**src/rtl/round_controller.sv**
```systemverilog
// Round sequencer for Beat-The-Clock-Binary: latches an LFSR target, runs the
// per-round countdown, judges submits and tracks score and lives.
module round_controller #(
  parameter int unsigned WIDTH         = 5,
  parameter int unsigned TICK_DIV      = 100_000_000,
  parameter int unsigned ROUND_SECS    = 10,
  parameter int unsigned LIVES         = 3,
  parameter int unsigned RESULT_CYCLES = 50_000_000
) (
  input  logic             clk,
  input  logic             rst,
  input  logic [WIDTH-1:0] random_number,
  input  logic             start,
  input  logic             submit,
  input  logic [WIDTH-1:0] switches,
  output logic [WIDTH-1:0] target,
  output logic [3:0]       time_left,
  output logic [7:0]       score,
  output logic [1:0]       lives_left,
  output logic [1:0]       state,
  output logic             round_win,
  output logic             round_lose,
  output logic             game_over
);

  localparam int unsigned TICK_W = (TICK_DIV > 1) ? $clog2(TICK_DIV) : 1;
  localparam int unsigned RES_W  = (RESULT_CYCLES > 1) ? $clog2(RESULT_CYCLES) : 1;

  typedef enum logic [1:0] {
    S_IDLE   = 2'd0,
    S_PLAY   = 2'd1,
    S_RESULT = 2'd2,
    S_OVER   = 2'd3
  } state_t;

  state_t            st;
  logic [TICK_W-1:0] tick_cnt;
  logic [RES_W-1:0]  res_cnt;
  logic              tick_wrap_c;
  logic              hit_c;
  logic              timeout_c;

  assign state       = st;
  assign tick_wrap_c = (tick_cnt == TICK_W'(TICK_DIV - 1));
  assign hit_c       = submit && (switches == target);
  // A submit on the final tick edge pre-empts the timeout.
  assign timeout_c   = !submit && tick_wrap_c && (time_left == 4'd1);

  always_ff @(posedge clk) begin
    if (rst) begin
      st         <= S_IDLE;
      target     <= '0;
      time_left  <= 4'd0;
      score      <= 8'd0;
      lives_left <= 2'(LIVES);
      tick_cnt   <= '0;
      res_cnt    <= '0;
      round_win  <= 1'b0;
      round_lose <= 1'b0;
      game_over  <= 1'b0;
    end else begin
      round_win  <= 1'b0;
      round_lose <= 1'b0;
      unique case (st)
        S_IDLE, S_OVER: begin
          if (start) begin
            score      <= 8'd0;
            lives_left <= 2'(LIVES);
            game_over  <= 1'b0;
            target     <= random_number;
            time_left  <= 4'(ROUND_SECS);
            tick_cnt   <= '0;
            st         <= S_PLAY;
          end
        end
        S_PLAY: begin
          if (hit_c) begin
            if (score != 8'hFF) score <= score + 8'd1;
            round_win <= 1'b1;
            res_cnt   <= '0;
            st        <= S_RESULT;
          end else if (submit || timeout_c) begin
            if (timeout_c) time_left <= 4'd0;
            round_lose <= 1'b1;
            res_cnt    <= '0;
            if (lives_left <= 2'd1) begin
              lives_left <= 2'd0;
              game_over  <= 1'b1;
              st         <= S_OVER;
            end else begin
              lives_left <= lives_left - 2'd1;
              st         <= S_RESULT;
            end
          end else if (tick_wrap_c) begin
            tick_cnt <= '0;
            if (time_left != 4'd0) time_left <= time_left - 4'd1;
          end else begin
            tick_cnt <= tick_cnt + TICK_W'(1);
          end
        end
        S_RESULT: begin
          if (res_cnt == RES_W'(RESULT_CYCLES - 1)) begin
            res_cnt   <= '0;
            target    <= random_number;
            time_left <= 4'(ROUND_SECS);
            tick_cnt  <= '0;
            st        <= S_PLAY;
          end else begin
            res_cnt <= res_cnt + RES_W'(1);
          end
        end
        default: st <= S_IDLE;
      endcase
    end
  end

endmodule

```
**config.mk**
```make
export PLATFORM = sky130hd
export DESIGN_NAME = round_controller
export DESIGN_NICKNAME = d
export VERILOG_FILES = /design/src/rtl/round_controller.sv
export SDC_FILE = /design/constraint.sdc
export NUM_CORES = 1
export LEC_CHECK = 0
export BUFFER_PORTS_ARGS = -buffer_cell sky130_fd_sc_hd__buf_4
export CAP_MARGIN = 10
export CORE_ASPECT_RATIO = 2
export CORE_UTILIZATION = 54
export DETAILED_ROUTE_END_ITERATION = 12
export PLACE_DENSITY = 0.78
export SETUP_SLACK_MARGIN = 0.2
export SLEW_MARGIN = 20
export SYNTH_ARGS = -nofsm -noshare
export SYNTH_HDL_FRONTEND = slang
export SYNTH_SLANG_ARGS = --single-unit
export TNS_END_PERCENT = 30
```
**constraint.sdc**
```tcl
create_clock -name clk -period 5.65 [get_ports clk]
set_input_delay 0.8475 -clock clk [delete_from_list [all_inputs] [get_ports clk]]
set_output_delay 0.8475 -clock clk [all_outputs]
set_load 0.02 [all_outputs]
```
**Yosys cells after proc, flatten, opt, wreduce, memory -nomap -nowiden**

Cells that the tools add are included.

- Output and inout bits: 24
- Register bits: 77
- Word-level logic and storage cells: 101
- Bits of input ports: 14

- Equality and inequality tests: 20
- Reductions and logical operators: 21
- $add $sub $neg: 5
- Order comparisons: 1
- Bitwise gates (word level): 1
- Mux-type cells: 43

Operator list:

| kind | number |
|---|---|
| 2-to-1 mux 27 bit | 5 |
| case mux 27 bit (3 select lines) | 1 |
| 2-to-1 mux 26 bit | 3 |
| case mux 26 bit (2 select lines) | 1 |
| 2-to-1 mux 4 bit | 7 |
| adder 27 x 1 -> 27 bit (second input constant) | 1 |
| equality test 27 bit (second input constant) | 1 |
| adder 26 x 1 -> 26 bit (second input constant) | 1 |
| equality test 26 bit (second input constant) | 1 |
| 2-to-1 mux 8 bit | 3 |
| 2-to-1 mux 2 bit | 8 |
| inequality test 2 bit (second input constant) | 8 |
| case mux 8 bit (2 select lines) | 1 |
| inequality test 3 bit (second input constant) | 4 |
| case mux 4 bit (3 select lines) | 1 |
| AND reduction 4 bit | 3 |
| 2-to-1 mux 5 bit | 2 |
| case mux 5 bit (2 select lines) | 1 |
| adder 8 x 1 -> 8 bit (second input constant) | 1 |
| inequality test 8 bit (second input constant) | 1 |
| 2-to-1 mux 1 bit | 7 |
| case mux 2 bit (3 select lines) | 1 |
| AND reduction 3 bit | 2 |
| AND reduction 6 bit | 1 |
| 20 further kinds | 26 |

**Longest topological paths before layout**

- Depth after elaboration: 7
- Depth in mapped cells: 10
- Gate-level depth less buffers: 8

**Worst setup path before layout**

No wires, ideal clock.

- Path kind: register to register
- From: register st[0] (netlist: state[0])
- To: register tick_cnt[14]
- Data arrival time: 2.515 ns
- Clock period less this slack: 2.645 ns
- Slack: 3.005 ns
- Library setup time: 0.130 ns
- Buffers on the path: 2
- Data required time: 5.520 ns
- Cell stages (with the launch flop): 11
- Path through: dfxtp_1 > inv_1 > ha_1 > nor2b_1 > or2_2 > o32a_1 > buf_2 > a21oi_2 > a21o_1 > buf_2 > a21oi_1

- Word-level cells in the longest chain between the ends: 4
- Elaborated cells between the ends (all ways): 11
- Classes of those cells: eq/ne: 7; mux: 1; reduce/logical: 3

RTL lines:

| what | line | source |
|---|---|---|
| start: declaration | 36 | `state_t st;` |
| start signal: assignment | 51 | `st <= S_IDLE;` |
| start signal: assignment | 73 | `st <= S_PLAY;` |
| start signal: assignment | 81 | `st <= S_RESULT;` |
| equality test 2 bit / zero test 2 bit (equally long branches) | 64 | `unique case (st)` |
| OR reduction 2 bit | 64 |  |
| inequality test 2 bit (no line) | -- |  |
| AND reduction 4 bit (no line) | -- |  |
| end signal: assignment | 98 | `tick_cnt <= tick_cnt + TICK_W'(1);` |
| end: declaration | 37 | `logic [TICK_W-1:0] tick_cnt;` |

Several ways; a longest one is shown, not always the timed one.
A chain may end at the register's enable or synchronous reset.

**Worst setup path after layout**

- From: register tick_cnt[0]
- To: register res_cnt[24]

- Word-level cells in the longest chain between the ends: 6

RTL lines:

| what | line | source |
|---|---|---|
| equality test 27 bit | 44 | `assign tick_wrap_c = (tick_cnt == TICK_W'(TICK_DIV - 1));` |
| logical AND 1 bit (2 in a row) | 47 | `assign timeout_c = !submit && tick_wrap_c && (time_left == 4'd1);` |
| logical OR 1 bit | 82 | `end else if (submit \|\| timeout_c) begin` |
| inequality test 3 bit (no line) | -- |  |
| AND reduction 2 bit (no line) | -- |  |
| end signal: assignment | 109 | `res_cnt <= res_cnt + RES_W'(1);` |
| end: declaration | 38 | `logic [RES_W-1:0] res_cnt;` |

No other way between the ends.

==> summary.md <==
| Metric | Value |
|---|---|
| Post-Route Skew | `0.00594 ns` |
| Slew Viols, Final | `0` |
| Slowest cell on crit path | `o211ai_2` |
| Final period utilization | `54.7%` |
| Netlist Area Pre-Place | `4070 um^2` |
| Top cells by area, synth | `dfxtp_1 (38%), a21oi_1 (4.7%), nor2_1 (4.6%)` |
| Setup Crit Path Kind | `flop to flop` |
| All-Layer GR Usage | `26.1%` |
| CTS tree | `yes` |
| Layout Nets | `531` |
| Total routed wirelength | `9940 um` |
| Clk Latency, worst-skew pair | `0.34 ns` |
| Crit-path leading delay family | `simple AND/OR/NAND/NOR gates` |
| Vias | `3723` |
| DRT antenna net count | `0` |
| CP Max Fanout | `22` |
| Net Count, Synth | `504` |
| Die outline width | `63.4 um` |
| Worst-margin pin slew | `1.03 ns` |
| Crit end category | `flop` |
| Initial antenna violation count | `0` |
| CTS Buf Count | `9` |
| Gp weighted congestion | `0.880` |
| ANT cells | `0` |
| Drt first pass iters | `4` |
| Sequential cell area | `1540 um^2` |
| Post-route worst setup slack | `2.56 ns` |
| Most common cell in the netlist | `dfxtp_1` |
| H-tree levels | `3` |
| Lkg Pwr | `1.52 nW` |
| Total global routing overflow | `0` |
| Slew HR | `31.3%` |
| Post_cts resized | `0` |
| Area leader, netlist | `dfxtp_1` |
| PwrDens | `313 nW/um^2` |
| Tmin final | `3.09 ns` |
| DP Wirelength | `7060 um` |
| # Max-Cap Violations | `0` |
| Post-DR wirelength/cell | `16.4 um` |
| Final Hold Viols | `0` |
| # clock sinks | `77` |
| Fill count | `659` |
| Cells along the critical path | `ha_1 -> nand3_2 -> or4_4 -> o211ai_2 -> nand4b_1 -> or3_1 -> a21oi_1` |
| Area Overhead vs Synth | `13.2%` |
| IO Port Bufs | `37` |
| Slowest Stage Delay on Critical Path | `0.73 ns` |
| Total Neg Setup Slack | `0 ns` |
| Proportion of synthesized chip area in sequential cells | `37.9%` |
| Dpl ws | `2.59 ns` |
| CP Launch Type | `flop` |
| Die height | `125 um` |
| Area of the multi-input gates | `2360 um^2` |
| Netlist cell types | `63` |
| Share of cells above drive strength 1 | `13.6%` |
| Die area | `7910 um^2` |
| Fmax | `323 MHz` |
| CTS Root Cell | `clkbuf_16` |
| Setup Buffers After CTS | `0` |
| Post-synth top area share | `37.9%` |
| Final core occ | `63.4%` |
| Yosys warning count | `0` |
| Post-Syn Area per Cell | `8.43 um^2` |
| Post-CTS Hold Fix Bufs | `0` |
| Yosys reg bits | `77` |
| Clk buf depth | `2` |
| Residual DRC | `0` |
| Reg clk slew, reported paths | `0.05 ns` |
| CP arrival | `3.35 ns` |
| Core area | `7270 um^2` |
| Status | `complete, no violations` |
| Ports | `38` |
| Mapped Cells | `483` |
| EDFF count, synth | `0` |
| Largest net degree at the start of global routing | `28` |
| Row cnt | `44` |
| Worst Path Required | `5.91 ns` |
| Most frequent cells after synthesis | `dfxtp_1 (77), nor2_1 (50), a21oi_1 (38)` |
| Pwr Total | `0.00144 W` |
| Worst hold-check path type | `flop to flop` |
| Max rail drop VDD | `0.000237 V` |
| Worst path bufs/invs | `0` |
| First-pass GRT wire length | `16500 um` |
| Unrepaired setup endpoints after global routing | `no` |
| Vias in the first global route | `3721` |
| Final setup fails | `0` |
| Post-synth top flop | `dfxtp_1` |
| Initial core utilization | `56.0%` |
| Detailed Route Iter0 Violations | `185` |
| Synth async-reset ratio | `0%` |
| Drt via density | `6.13` |
## stage by stage
stage | cell area (um^2) | hold WS, ns | std cells
after detailed placement | 4350 | 0.474 | 591
after floorplan | 4070 | 0.454 | 483
after global placement | 4350 | 0.470 | 591
after CTS | 4610 | 0.483 | 607
final | 4610 | 0.483 | 607
after global routing | 4610 | 0.515 | 607
## state kept, by name, summed over array words and instances, names as in the netlist
| signal | flops |
|---|---|
| target | 5 |
| round_lose | 1 |
| game_over | 1 |
| time_left | 4 |
| tick_cnt | 27 |
| round_win | 1 |
| score | 8 |
| state | 2 |
| lives_left | 2 |
| res_cnt | 26 |
## area by class of cell
type / instances / area share [%]
Timing Repair Buffer: 37 / 6.03
Clock inverter: 2 / 0.217
Clock buffer: 14 / 5.29
Tap cell: 92 / 2.50
Sequential cell: 77 / 33.5
Multi-Input combinational cell: 368 / 51.1
Inverter: 17 / 1.38
## metal layers
metal  vias to the layer above  GRT usage [%]  wire length, um
met5                         -              0                0
li1                       1822              -                -
met4                         0           16.7              433
met2                       101           48.1             5480
met3                        37           5.49              308
met1                      1763           25.2             3720
## tightest hold or removal path, cell delays in order (launching register included)
cell and delay (ns):
dfxtp_1 0.31, o21ai_0 0.07, a21oi_1 0.06
## cell families (layout without fill, tap and decap cells)
| kind of cell | count (synthesis) | count (layout) | synth area share [%] |
|---|---|---|---|
| fa+ha+maj | 7 | 7 | 2.15 |
| compound gates | 117 | 117 | 19.6 |
| simple gates | 207 | 207 | 28.2 |
| xor+xnor | 35 | 35 | 7.53 |
| flops | 77 | 77 | 37.9 |
| mux | 2 | 2 | 0.492 |
| buf+inv | 38 | 70 | 4.24 |
## path summary, 6_finish.rpt
path | from | endpoint | slack [ns] | cells after the start
hold reg to reg | res_cnt[15] | res_cnt[15] | 0.48 | 2
setup / recovery | tick_cnt[0] | res_cnt[24] | 2.56 | 7
setup reg to reg | tick_cnt[0] | res_cnt[24] | 2.56 | 7
hold / removal | res_cnt[15] | res_cnt[15] | 0.48 | 2
## power breakdown
group	total (W)	switching (W)	internal, W
combinational	0.000337	0.000226	0.000112
clock	0.000504	0.000208	0.000296
sequential	0.000600	0.0000283	0.000571
total	0.00144	0.000462	0.000980
## layout by cell type, fill, tap and decap left out, drive strengths merged, types with 3 or more instances in the layout
master / count
a211oi: 4
nand4: 18
ha: 7
buf: 37
nor2: 50
o211ai: 4
clkbuf: 14
nor2b: 3
a21oi: 40
a2111oi: 6
xnor2: 17
nand3b: 4
and4: 3
a21o: 5
or4: 9
dfxtp: 77
and4bb: 3
o21ai: 31
inv: 17
and2: 3
xor2: 18
o31ai: 9
nand4b: 5
nor3: 11
nor4b: 3
and3: 5
or2: 4
nand3: 18
nand2: 37
nand2b: 7
or3: 14
nor4: 5
a31oi: 3
Power figures use the tool's default switching activity.
